<file path="config.mk">
export PLATFORM = sky130hd
export DESIGN_NAME = pipe_fetch_ctrl
export DESIGN_NICKNAME = d
export VERILOG_FILES = /design/src/rtl/pipe_fetch_ctrl.sv
export SDC_FILE = /design/constraint.sdc
export NUM_CORES = 1
export LEC_CHECK = 0
export ABC_AREA = 0
export CAP_MARGIN = 15
export CORE_MARGIN = 3
export CORE_UTILIZATION = 40
export DETAILED_ROUTE_END_ITERATION = 16
export PLACE_DENSITY = 0.73
export SYNTH_ARGS = -nofsm -noshare
export SYNTH_HDL_FRONTEND = slang
export SYNTH_SLANG_ARGS = --single-unit
</file>
<file path="constraint.sdc">
create_clock -name CLK -period 4.9 [get_ports CLK]
set_input_delay 0.98 -clock CLK [delete_from_list [all_inputs] [get_ports CLK]]
set_output_delay 0.98 -clock CLK [all_outputs]
set_load 0.01 [all_outputs]
</file>
<file path="src/rtl/pipe_fetch_ctrl.sv">
// rtl/pipe_fetch_ctrl.sv - IF-stage fetch controller: PC, single-outstanding imem fetch, redirect/flush
module pipe_fetch_ctrl #(
    parameter logic [31:0] RESET_VEC = 32'h0000_0000
) (
    input  logic        CLK,
    input  logic        RST,
    input  logic        branchSrc,
    input  logic [31:0] branch_target,
    input  logic        jump,
    input  logic [31:0] jump_target,
    output logic        imem_req,
    output logic [31:0] imem_addr,
    input  logic        imem_valid,
    input  logic [31:0] imem_rdata,
    output logic        if_valid,
    input  logic        if_ready,
    output logic [31:0] if_pc,
    output logic [31:0] if_ir,
    output logic        flush_id,
    output logic        flush_ex,
    output logic        misalign_err
);

    typedef enum logic [1:0] {
        BOOT  = 2'd0,
        FETCH = 2'd1,
        HOLD  = 2'd2,
        DRAIN = 2'd3
    } state_t;

    state_t      state;
    state_t      state_nx;
    logic [31:0] pc;
    logic        redirect;
    logic [31:0] target;
    logic        capture;
    logic        release_slot;

    // Redirect select: a taken branch outranks a simultaneous jump.
    always_comb begin
        redirect = branchSrc | jump;
        target   = branchSrc ? branch_target : jump_target;
    end

    // Next-state and request decode; a redirect overrides capture/release.
    always_comb begin
        state_nx     = state;
        capture      = 1'b0;
        release_slot = 1'b0;
        case (state)
            BOOT: begin
                state_nx = FETCH;
            end
            FETCH: begin
                if (redirect) begin
                    // A response in the same cycle closes the old request; otherwise it must be drained.
                    state_nx = imem_valid ? FETCH : DRAIN;
                end else if (imem_valid) begin
                    capture  = 1'b1;
                    state_nx = HOLD;
                end
            end
            HOLD: begin
                if (redirect) begin
                    state_nx = FETCH;
                end else if (if_ready) begin
                    release_slot = 1'b1;
                    state_nx     = FETCH;
                end
            end
            DRAIN: begin
                // The stale response ends the drain whether or not a new redirect lands with it.
                if (imem_valid) begin
                    state_nx = FETCH;
                end
            end
            default: begin
                state_nx = BOOT;
            end
        endcase
    end

    // Request is only raised in FETCH; pc is frozen there until response or redirect.
    always_comb begin
        imem_req  = (state == FETCH);
        imem_addr = pc;
    end

    // State register.
    always_ff @(posedge CLK or posedge RST) begin
        if (RST) begin
            state <= BOOT;
        end else begin
            state <= state_nx;
        end
    end

    // PC, IF/ID slot and one-cycle flush/misalign pulses.
    always_ff @(posedge CLK or posedge RST) begin
        if (RST) begin
            pc           <= RESET_VEC;
            if_valid     <= 1'b0;
            if_pc        <= 32'h0;
            if_ir        <= 32'h0;
            flush_id     <= 1'b0;
            flush_ex     <= 1'b0;
            misalign_err <= 1'b0;
        end else if (redirect) begin
            pc           <= {target[31:2], 2'b00};
            if_valid     <= 1'b0;
            flush_id     <= 1'b1;
            flush_ex     <= 1'b1;
            misalign_err <= |target[1:0];
        end else begin
            flush_id     <= 1'b0;
            flush_ex     <= 1'b0;
            misalign_err <= 1'b0;
            if (capture) begin
                if_ir    <= imem_rdata;
                if_pc    <= pc;
                if_valid <= 1'b1;
                pc       <= pc + 32'd4;
            end else if (release_slot) begin
                if_valid <= 1'b0;
            end
        end
    end

endmodule

</file>
## Word-level counts from Yosys, hierarchy flattened

Cells that the tools add are included.

- Register bits after elaboration: 101
- Latch bits: 0
- RAM bits: 0
- Memory bits (read-only): 0
- Input bits: 102
- Output and inout bits: 101
- Word-level logic and storage cells: 43
- Memories kept: 0

- $add $sub $neg: 1
- Multipliers: 0
- Div/mod/pow operators: 0
- Magnitude comparators: 0
- Eq/ne operators: 6
- Shift operators: 0
- Multiplexer cells: 21
- Bitwise logic cells: 2
- Reductions and logical operators: 6

Operator list:

| kind | count |
|---|---|
| $mux 32 | 3 |
| $add 32x3->32 const B | 1 |
| $mux 2 | 6 |
| $mux 1 | 11 |
| $pmux 2 s4 | 1 |
| $eq 2x2->1 const B | 2 |
| $ne 3x1->1 const B | 1 |
| $ne 3x3->1 const B | 1 |
| $reduce_and 3->1 | 1 |
| $reduce_bool 3->1 | 1 |
| $eq 2x1->1 const B | 1 |
| $logic_not 2->1 | 1 |
| $ne 2x2->1 const B | 1 |
| $reduce_and 2->1 | 1 |
| $reduce_bool 2->1 | 1 |
| $reduce_or 2->1 | 1 |
| $not 1->1 | 1 |
| $or 1x1->1 | 1 |

## Logic depth before layout (Yosys ltp)

Gate-level depths: netlist of run 1.

- Depth in word-level cells: 6
- Gate-level depth with buffers: 8
- Depth with buffers taken out: 6

## Worst setup path after synthesis of run 1

OpenSTA, ideal clock, no wires.

- Kind: input port to flip-flop
- From: input branchSrc
- To: register pc[27], in the netlist imem_addr[27]
- Library setup time: 0.125 ns
- Arrival time: 2.100 ns
- Required time: 4.775 ns
- Path slack: 2.675 ns
- Stages: 4
- Buffers on the path: 3
- Cells stage by stage: clkbuf_1 > clkbuf_1 > clkbuf_1 > mux2_2

- Word-level cells in the longest chain between the ends: 4
- Elaborated cells between the ends (all ways): 6
- Those cells by class: 4 x mux; 1 x bitwise; 1 x reduce/logical

Ends and longest elaborated chain:

| item | RTL line | RTL |
|---|---|---|
| start: declaration | 7 | `input logic branchSrc,` |
| $or 1x1->1 | 41 | `redirect = branchSrc \| jump;` |
| $mux 1 | 55 | `if (redirect) begin` |
| $mux 1 | 50 | `case (state)` |
| $reduce_bool 2->1 (no line) | n/a |  |
| end signal: assignment | 109 | `pc <= {target[31:2], 2'b00};` |
| end signal: assignment | 122 | `pc <= pc + 32'd4;` |
| end: declaration | 33 | `logic [31:0] pc;` |

Parallel ways exist; a longest one is shown, timed or not.
A chain may end at the register's enable or synchronous reset.

## Worst setup path in the final report of run 1

- From: input jump
- To: register pc[7], in the netlist imem_addr[7]

- Word-level cells in the longest chain between the ends: 4
- Elaborated cells between the ends (all ways): 5
- Those cells by class: 3 x mux; 1 x bitwise; 1 x reduce/logical

Ends and longest elaborated chain:

| item | RTL line | RTL |
|---|---|---|
| start: declaration | 9 | `input logic jump,` |
| $or 1x1->1 (*) | 41 |  |
| $mux 1 | 55 |  |
| $mux 1 | 50 |  |
| $reduce_bool 2->1 (no line) | n/a |  |

Every way passes the cells marked *; elsewhere a longest branch is shown, timed or not.

==> results.ini, run 1 <==
[global_routing]
grt_max_degree = 72
antenna_found_initial = 0
track_usage_pct = 21.6
grt_pass1_wl_microns = 23000
grt_overflow = 0
grt_pass1_vias = 4462

[clock_tree]
cts.clk_slew.worst_paths_ns = 0.06
h-tree-depth = 3
cts_made_buffers = 9
ctsResizeCount = 0
numClockSinks = 97
cts-hold-fix-buffers = 0
clock_path_buffers = 2
cts-root-buf = clkbuf_16
cts_setup_buffers = 0
cts_tree = built
clock_latency_ns = 0.34

[final_layout]
multi_input_area_sq_mm = 0.00222
final_util_pct = 61.8
postLayoutCellArea_sq_mm = 0.00721
area_growth_pct = 48.3
diodes = 0
seq_area_sq_mm = 0.00243
nFillCells = 981
drive_above_1_share_pct = 13.3
mostFrequentLayoutCells = 197 x clkdlybuf4s50_1, 97 x dfrtp_1, 58 x mux2_2
fin_nets = 768
final_common_cell = clkdlybuf4s50_1

[floorplanning]
die_area_sq_mm = 0.0135
core_sq_mm = 0.0117
chipWidth_microns = 116
pin_count = 203
start_util_pct = 41.7
rows = 39
die_h_microns = 116

[route]
routedWlPerCell_microns = 18.0
drc = 0
routed_wirelength_microns = 14700
final_antenna_net_count = 0
vias_per_cell = 5.48
vias = 4452
first_iter_violations = 258
first_pass_iters = 5

[critical_path]
worst-path-buf-inv = 4
r2r.worst_path.cells = 5
critPathCaptureType = register
cp_data_arrival_time_ns = 3.52
crit_type = in -> reg
cp_max_fo = 39
crit_required_ns = 5.15
max_stage_delay_ns = 0.79
rr_endpoint = imem_addr[27]
cpMaxStageDelayCell = nor2_1
crit_family = buffers and inverters
startpoint_type = primary input
rrSetupSlack_ns = 2.57
crit_chain = clkdlybuf4s50_1, buf_4, nor2_1, buf_4, inv_1, nor2_1, o21ai_0, o21ai_0
r2r-start = imem_addr[14]

[sta]
fin_crit_sh_pct = 66.7
skew_ns = 0.00519
tightest_slew_ns = 0.889
setup_tns_ns = 0
max_freq_mhz = 306
drv_slew = 0
rsz0062_at_grt = no
relSlewSlack_pct = 40.7
hold_viol_final = 0
setup_violations = 0
period_needed_ns = 3.27

[logic_synthesis]
ys_ff_latch = 97
synth_mux_area_share_pct = 13.4
synth_xor_area_share_pct = 1.08
yosys_warnings = 0
synthCells = 482
syn-cell-area_sq_mm = 0.00486
ys.flop_type = dfrtp_1
synth_simple_gate_area_share_pct = 16.1
ys_seq_area_share_pct = 50.0
async_reset_ff_share_pct = 100
synth_top_family_by_area = simple AND/OR/NAND/NOR gates
synth_edf_count = 0
synthDistinctLibCells = 50
syn_area_per_cell_sq_um = 10.1
synth_compound_area_share_pct = 14.4
synth_fa_ha_area_share_pct = 0.258

[pwr]
power_density_mw_per_mm2 = 375
p_leak_nw = 2.96
irDropWorstVdd_mv = 0.160

[worst_hold_path]
hp-class = reg -> reg
hold_end = if_pc[27]
hold_start = if_pc[27]
min_path_cells = 2

[run]
drv_cap = 0

[placement]
portBuffers = 198
gp_congestion = 0.803
post-dp-hpwl_microns = 10700
dpl_cell_area_sq_mm = 0.00689

[status]
outcome = finished clean

cells in the mapped netlist (3+ instances only):
master | count | area, sq um
nor2_1 | 34 | 128
nand2_1 | 52 | 195
a22o_1 | 5 | 43.8
mux2_2 | 58 | 653
inv_1 | 13 | 48.8
nor3_1 | 7 | 35.0
nand4_1 | 7 | 43.8
clkbuf_1 | 15 | 56.3
xnor2_1 | 4 | 35.0
and2_1 | 3 | 18.8
nand3b_1 | 3 | 22.5
nor3b_1 | 3 | 22.5
and3_1 | 5 | 31.3
and4_1 | 3 | 26.3
nand3_1 | 18 | 90.1
buf_2 | 8 | 40.0
o21ai_0 | 44 | 220
nor2b_1 | 5 | 31.3
a31oi_1 | 7 | 43.8
dfrtp_1 | 97 | 2430
a21oi_1 | 39 | 195
buf_4 | 9 | 67.6
a2bb2oi_1 | 8 | 70.1
stage by stage:
stage	hold WS [ns]	worst slack, ns	total power [mW]	std cells
after floorplan	0.515	1.39	1.45	485
after global placement	0.463	1.39	1.96	797
after detailed placement	0.470	1.28	1.99	797
after CTS	0.484	1.65	2.74	813
after global routing	0.513	1.38	2.85	813
final	0.477	1.63	2.70	813
where the power goes:
group          switching [mW]  leakage (nW)  internal, mW
Combinational           0.327          1.64         0.525
Clock                   0.296         0.152         0.445
Sequential              0.131          1.17         0.978
Total                   0.755          2.96          1.95
logic make-up (layout without fill, tap and decap cells):
logic type,after synthesis,in the layout
AO/OA/AOI/OAI,118,118
adder cells (fa/ha/maj),1,1
multiplexers,58,58
other,1,4
buffers and inverters,47,232
XOR/XNOR,6,6
flip-flops,97,97
AND/OR/NAND/NOR,154,154
worst min-delay path, stage by stage, from the launching register on:
cell and delay, ns:
dfrtp_1 0.34, nand2_1 0.05, o21ai_0 0.06
cell type report:
class,count,share of cell area [%]
Tap cell,143,2.48
Inverter,13,0.712
Clock inverter,6,1.15
Multi-Input combinational cell,341,30.8
Clock buffer,10,3.18
Sequential cell,97,33.7
Timing Repair Buffer,203,28.0
registers in the layout (all words and copies together) (netlist names):
name          count
flush_ex          1
if_ir            32
if_pc            30
if_valid          1
imem_addr        30
misalign_err      1
state             2
how the worst max path moves through the flow:
stage                     start             to  slack, ns  cells after the start
final                      jump   imem_addr[7]       1.63                      8
after global routing       jump  imem_addr[11]       1.38                      8
after CTS                  jump   imem_addr[7]       1.65                      8
after detailed placement   jump   imem_addr[7]       1.28                      8
after global placement     jump   imem_addr[5]       1.39                      9
after floorplan             RST       flush_ex       1.39                      1
metal layers:
| layer | vias to the layer above | wire, microns | GRT usage (%) |
|---|---|---|---|
| met4 | 0 | 368 | 9.05 |
| li1 | 2072 | - | - |
| met1 | 2135 | 5860 | 26.2 |
| met3 | 34 | 1080 | 4.46 |
| met2 | 211 | 7350 | 37.6 |
| met5 | - | 0 | 0 |
No activity file was read; power rests on OpenSTA's default activity.
==> inputs of run 2 (changes only) <==
==> constraint.sdc (replaced) <==
create_clock -name CLK -period 3.2 [get_ports CLK]
set_input_delay 0.64 -clock CLK [delete_from_list [all_inputs] [get_ports CLK]]
set_output_delay 0.64 -clock CLK [all_outputs]
set_load 0.01 [all_outputs]
==> run 2 against run 1 <==
  * Global-route usage is 0.51 points higher
  * Total power is 58% higher
  * Combinational power is 54% higher
  * Clock skew is 0.0011 ns higher
  * Non-clock buffer count is 6 higher
  * Critical endpoint is now imem_addr[6]
==> results.ini, run 2 (same netlist as run 1, synthesis figures left out) <==
[clock_tree]
cts_setup_buffers = 0  ; unchanged
numClockSinks = 97  ; unchanged
cts-root-buf = clkbuf_16
clock_path_buffers = 2  ; unchanged
cts_made_buffers = 9  ; unchanged
cts.clk_slew.worst_paths_ns = 0.07  ; about the same
clock_latency_ns = 0.35  ; about the same
h-tree-depth = 3  ; unchanged
cts_tree = built
ctsResizeCount = 0  ; unchanged
cts-hold-fix-buffers = 0  ; unchanged

[placement]
portBuffers = 198  ; unchanged
gp_congestion = 0.790  ; -1.6%
post-dp-hpwl_microns = 11000  ; +2.8%

[final_layout]
drive_above_1_share_pct = 14.1  ; +0.77 points
largest_register_ffs = 32  ; unchanged
nFillCells = 981  ; unchanged
mostFrequentLayoutCells = 197 x clkdlybuf4s50_1, 97 x dfrtp_1, 58 x mux2_2
regMostFlops = if_ir
fin_nets = 774  ; +0.78%
area_growth_pct = 50.5
diodes = 0  ; unchanged
final_common_cell = clkdlybuf4s50_1
final_util_pct = 62.7  ; +0.89 points

[floorplanning]
start_util_pct = 41.7  ; unchanged
chipWidth_microns = 116  ; unchanged
rows = 39  ; unchanged
pin_count = 203  ; unchanged
core_sq_mm = 0.0117  ; unchanged
die_h_microns = 116  ; unchanged
die_area_sq_mm = 0.0135  ; unchanged

[critical_path]
crit_family = simple AND/OR/NAND/NOR gates
critPathCaptureType = register
crit_type = in -> reg
startpoint_type = primary input
cp_max_fo = 12  ; -69%
worst-path-buf-inv = 2  ; -2
max_stage_delay_ns = 0.74  ; -0.05 ns
crit_required_ns = 3.46  ; -1.69 ns
crit_chain = clkdlybuf4s50_1, nor2_1, inv_1, nor2_1, o21ai_0, o21ai_0
cpMaxStageDelayCell = nor2_1
cp_data_arrival_time_ns = 2.65  ; -0.87 ns

[global_routing]
grt_pass1_wl_microns = 23500  ; +2.2%
grt_pass1_vias = 4505  ; +0.96%
grt_max_degree = 62  ; -14%
grt_overflow = 0  ; unchanged
antenna_found_initial = 0  ; unchanged
track_usage_pct = 22.1  ; +0.51 points

[sta]
drv_slew = 0  ; unchanged
whs_ns = 0.478  ; +0.000881 ns
setup_tns_ns = 0  ; unchanged
hold_viol_final = 0  ; unchanged
period_needed_ns = 2.39
setup_violations = 0  ; unchanged
skew_ns = 0.00629  ; +0.00109 ns
tightest_slew_ns = 0.953  ; +0.0636 ns
max_freq_mhz = 419
relSlewSlack_pct = 36.3  ; -4.5 points
rsz0062_at_grt = no
fin_crit_sh_pct = 74.6

[route]
drc = 0  ; unchanged
vias_per_cell = 5.42  ; -1.1%
first_pass_iters = 4  ; -1
routedWlPerCell_microns = 18.1  ; +0.17%
routed_wirelength_microns = 14800  ; +0.91%
vias = 4437  ; -0.34%
first_iter_violations = 342  ; +33%
final_antenna_net_count = 0  ; unchanged

[pwr]
p_leak_nw = 3.01  ; +1.8%
power_density_mw_per_mm2 = 583  ; +55%
irDropWorstVdd_mv = 0.265  ; +66%
finalPower_mw = 4.26  ; +58%

[status]
outcome = finished clean

[run]
drv_cap = 0  ; unchanged

[worst_hold_path]
hp-class = reg -> reg

[run 2: changes by cell type in the layout (fill, tap and decap cells not counted), sizes merged]
cell,change
buf,+6
bufinv,+1
clkbuf,+1
clkinv,-2
[run 2: layout make-up]
type / instances / area [sq um] / area share (%)
multi-input cells: 341 / 2220 / 30.4
inverters: 13 / 51.3 / 0.702
repair buffers: 209 / 2080 / 28.5
clock inverters: 5 / 103 / 1.40
flip-flops and latches: 97 / 2430 / 33.2
clock buffers: 11 / 243 / 3.32
well taps: 143 / 179 / 2.45
[run 2: metal layers]
metal	share of wire [%]	global-route usage, %	wire [microns]	vias up
li1	-	-	-	2091
met1	40	27.3	5870	2121
met2	50	38.5	7440	208
met3	8.6	5.03	1270	17
met4	1.4	7.42	205	0
met5	0	0	0	-
[run 2: metrics by stage]
stage,cell area (sq um),cells,setup WS (ns)
after floorplan,4870,485,0.0263
after global placement,6960,803,0.564
after detailed placement,6960,803,0.409
after CTS,7310,819,0.782
after global routing,7310,819,0.630
final,7310,819,0.812
[run 2: where the power goes]
group          internal (mW)  leakage, nW  switching, mW  total (mW)
registers               1.50         1.17          0.203        1.70
logic                  0.812         1.68          0.502        1.31
clock network          0.784        0.166          0.462        1.25
[run 2: worst reg2reg max path: cells and delay by family (launching register included)]
family | cells | cell delay [ns]
multiplexers | 2 | 0.58
flip-flops | 1 | 0.50
AND/OR/NAND/NOR | 3 | 1.11
[run 2: worst paths after layout]
| kind | start | endpoint | slack (ns) | cells past startpoint |
|---|---|---|---|---|
| worst min-delay path | if_pc[27] | if_pc[27] | 0.48 | 2 |
| worst min register to register | if_pc[27] | if_pc[27] | 0.48 | 2 |
| max in group asynchronous | RST | if_pc[20] | 1.88 | 3 |
| worst max register to register | imem_addr[14] | imem_addr[27] | 0.91 | 5 |
| min in group asynchronous | RST | if_valid | 0.72 | 2 |
| worst max-delay path | jump | imem_addr[6] | 0.81 | 6 |
==> inputs of run 3 (changes only) <==
==> constraint.sdc (replaced) <==
create_clock -name CLK -period 2.2 [get_ports CLK]
set_input_delay 0.44 -clock CLK [delete_from_list [all_inputs] [get_ports CLK]]
set_output_delay 0.44 -clock CLK [all_outputs]
set_load 0.01 [all_outputs]
==> run 3 against run 2 <==
  * Clock skew hardly changed
  * Sequential power is 43% higher
  * Non-clock buffer count is 25 higher
  * Clock power is 14% higher
  * Count of clock-buffer cells in the layout is 1 higher
  * First-iteration DRC count is 30% lower
  * Via count is 2.0% higher
==> results.ini, run 3 (same netlist as run 1, synthesis figures left out) <==
[route]
first_pass_iters = 5  ; +1
vias = 4527  ; +2.0%
routedWlPerCell_microns = 17.3  ; -4.1%
routed_wirelength_microns = 14600  ; -1.3%
drc = 0  ; unchanged
final_antenna_net_count = 0  ; unchanged
vias_per_cell = 5.37  ; -0.88%
first_iter_violations = 240  ; -30%

[sta]
drv_slew = 0  ; unchanged
skew_ns = 0.00671  ; +0.000421 ns
hold_viol_final = 0  ; unchanged
relSlewSlack_pct = 65.8  ; +30 points
period_needed_ns = 2.02
max_freq_mhz = 494
rsz0062_at_grt = no
fin_crit_sh_pct = 92.0
tightest_slew_ns = 0.512  ; -0.440 ns
setup_violations = 0  ; unchanged
setup_tns_ns = 0  ; unchanged

[critical_path]
rr_endpoint = imem_addr[27]
cp_data_arrival_time_ns = 2.24  ; -0.41 ns
crit_required_ns = 2.42  ; -1.04 ns
crit_end = imem_addr[27]
r2r.worst_path.cells = 5  ; unchanged
critPathCaptureType = register
rrSetupSlack_ns = 0.18  ; -0.73 ns
crit_type = reg -> reg
startpoint_type = register
crit_start = imem_addr[2]
cp_max_fo = 7  ; -5
r2r-start = imem_addr[2]

[clock_tree]
clock_latency_ns = 0.34  ; about the same
cts_made_buffers = 9  ; unchanged
h-tree-depth = 3  ; unchanged
cts.clk_slew.worst_paths_ns = 0.06  ; about the same
clock_path_buffers = 2  ; unchanged
numClockSinks = 97  ; unchanged
cts_setup_buffers = 0  ; unchanged
cts-hold-fix-buffers = 0  ; unchanged
cts_tree = built
cts-root-buf = clkbuf_16
ctsResizeCount = 0  ; unchanged

[pwr]
irDropWorstVdd_mv = 0.460  ; +74%
power_density_mw_per_mm2 = 788  ; +35%
p_leak_nw = 3.10  ; +2.9%

[floorplanning]
rows = 39  ; unchanged
core_sq_mm = 0.0117  ; unchanged
chipWidth_microns = 116  ; unchanged
start_util_pct = 41.7  ; unchanged
die_area_sq_mm = 0.0135  ; unchanged
die_h_microns = 116  ; unchanged
pin_count = 203  ; unchanged

[final_layout]
mostFrequentLayoutCells = 197 x clkdlybuf4s50_1, 97 x dfrtp_1, 58 x mux2_2
drive_above_1_share_pct = 16.9  ; +2.8 points
final_common_cell = clkdlybuf4s50_1
regMostFlops = if_ir
diodes = 0  ; unchanged
largest_register_ffs = 32  ; unchanged
final_util_pct = 63.7  ; +1.0 points
fin_nets = 799  ; +3.2%
area_growth_pct = 52.9
layout.cells.non_filler = 843  ; +2.9%

[placement]
gp_congestion = 0.918  ; +16%
place_inst = 828  ; +3.1%
post-dp-hpwl_microns = 11200  ; +2.4%
portBuffers = 198  ; unchanged

[run]
drv_cap = 0  ; unchanged

[global_routing]
antenna_found_initial = 0  ; unchanged
grt_max_degree = 98  ; +58%
grt_overflow = 0  ; unchanged
grt_pass1_wl_microns = 23000  ; -1.9%
grt_pass1_vias = 4540  ; +0.78%
track_usage_pct = 21.6  ; -0.52 points

[status]
outcome = finished clean

[worst_hold_path]
hp-class = reg -> reg

[run 3: cell count changes in the layout (fill, tap and decap cells not counted)]
cell        delta
clkinvlp_4     +1
clkinv_2       +1
buf_4         +24
clkbuf_1       +1
bufinv_16      -3
inv_4          -1
buf_12         +1
[run 3: worst max-delay path, stage by stage, from the launching register on]
cell,delay (ns)
dfrtp_1,0.47
nand4_1,0.26
nor3_4,0.30
and4_2,0.29
mux2_2,0.33
mux2_2,0.25
[run 3: report_power, final]
group / internal (mW) / switching [mW] / total, mW
clock: 0.788 / 0.632 / 1.42
sequential: 2.18 / 0.251 / 2.43
combinational: 1.23 / 0.778 / 2.01
total: 4.20 / 1.66 / 5.86
[run 3: stage by stage]
| step | hold slack [ns] | cell area (sq um) | setup WS, ns | total power [mW] |
|---|---|---|---|---|
| floorplan | 0.515 | 4870 | 0.224 | 3.23 |
| global placement | 0.464 | 7170 | 0.0622 | 4.43 |
| detailed placement | 0.473 | 7170 | 0.0482 | 4.49 |
| CTS | 0.488 | 7430 | 0.186 | 5.92 |
| global route | 0.512 | 7430 | 0.0659 | 6.19 |
| finish | 0.482 | 7430 | 0.177 | 5.86 |
[run 3: worst min path at each step]
stage,depth (start not counted),slack (ns),endpoint,from
after floorplan,2,0.52,if_pc[13],if_pc[13]
after global placement,2,0.46,if_pc[9],if_pc[9]
after detailed placement,2,0.47,if_pc[9],if_pc[9]
after CTS,2,0.49,if_pc[9],if_pc[9]
after global routing,2,0.51,if_pc[9],if_pc[9]
final,2,0.48,if_pc[23],if_pc[23]
[run 3: cell type report]
| type | instances | area, sq um |
|---|---|---|
| timing repair buffer | 234 | 2280 |
| inverter | 13 | 52.6 |
| clock inverter | 3 | 17.5 |
| clock buffer | 12 | 246 |
| tap | 143 | 179 |
| fill | 934 | 4230 |
| sequential | 97 | 2430 |
| multi-input combinational | 341 | 2220 |
[run 3: routing by layer]
layer / part of all wire [%] / track usage, % / vias up
li1: - / - / 2133
met3: 8.3 / 4.66 / 23
met4: 1.6 / 6.81 / 0
met1: 41 / 27.6 / 2150
met5: 0 / 0 / -
met2: 49 / 36.9 / 221
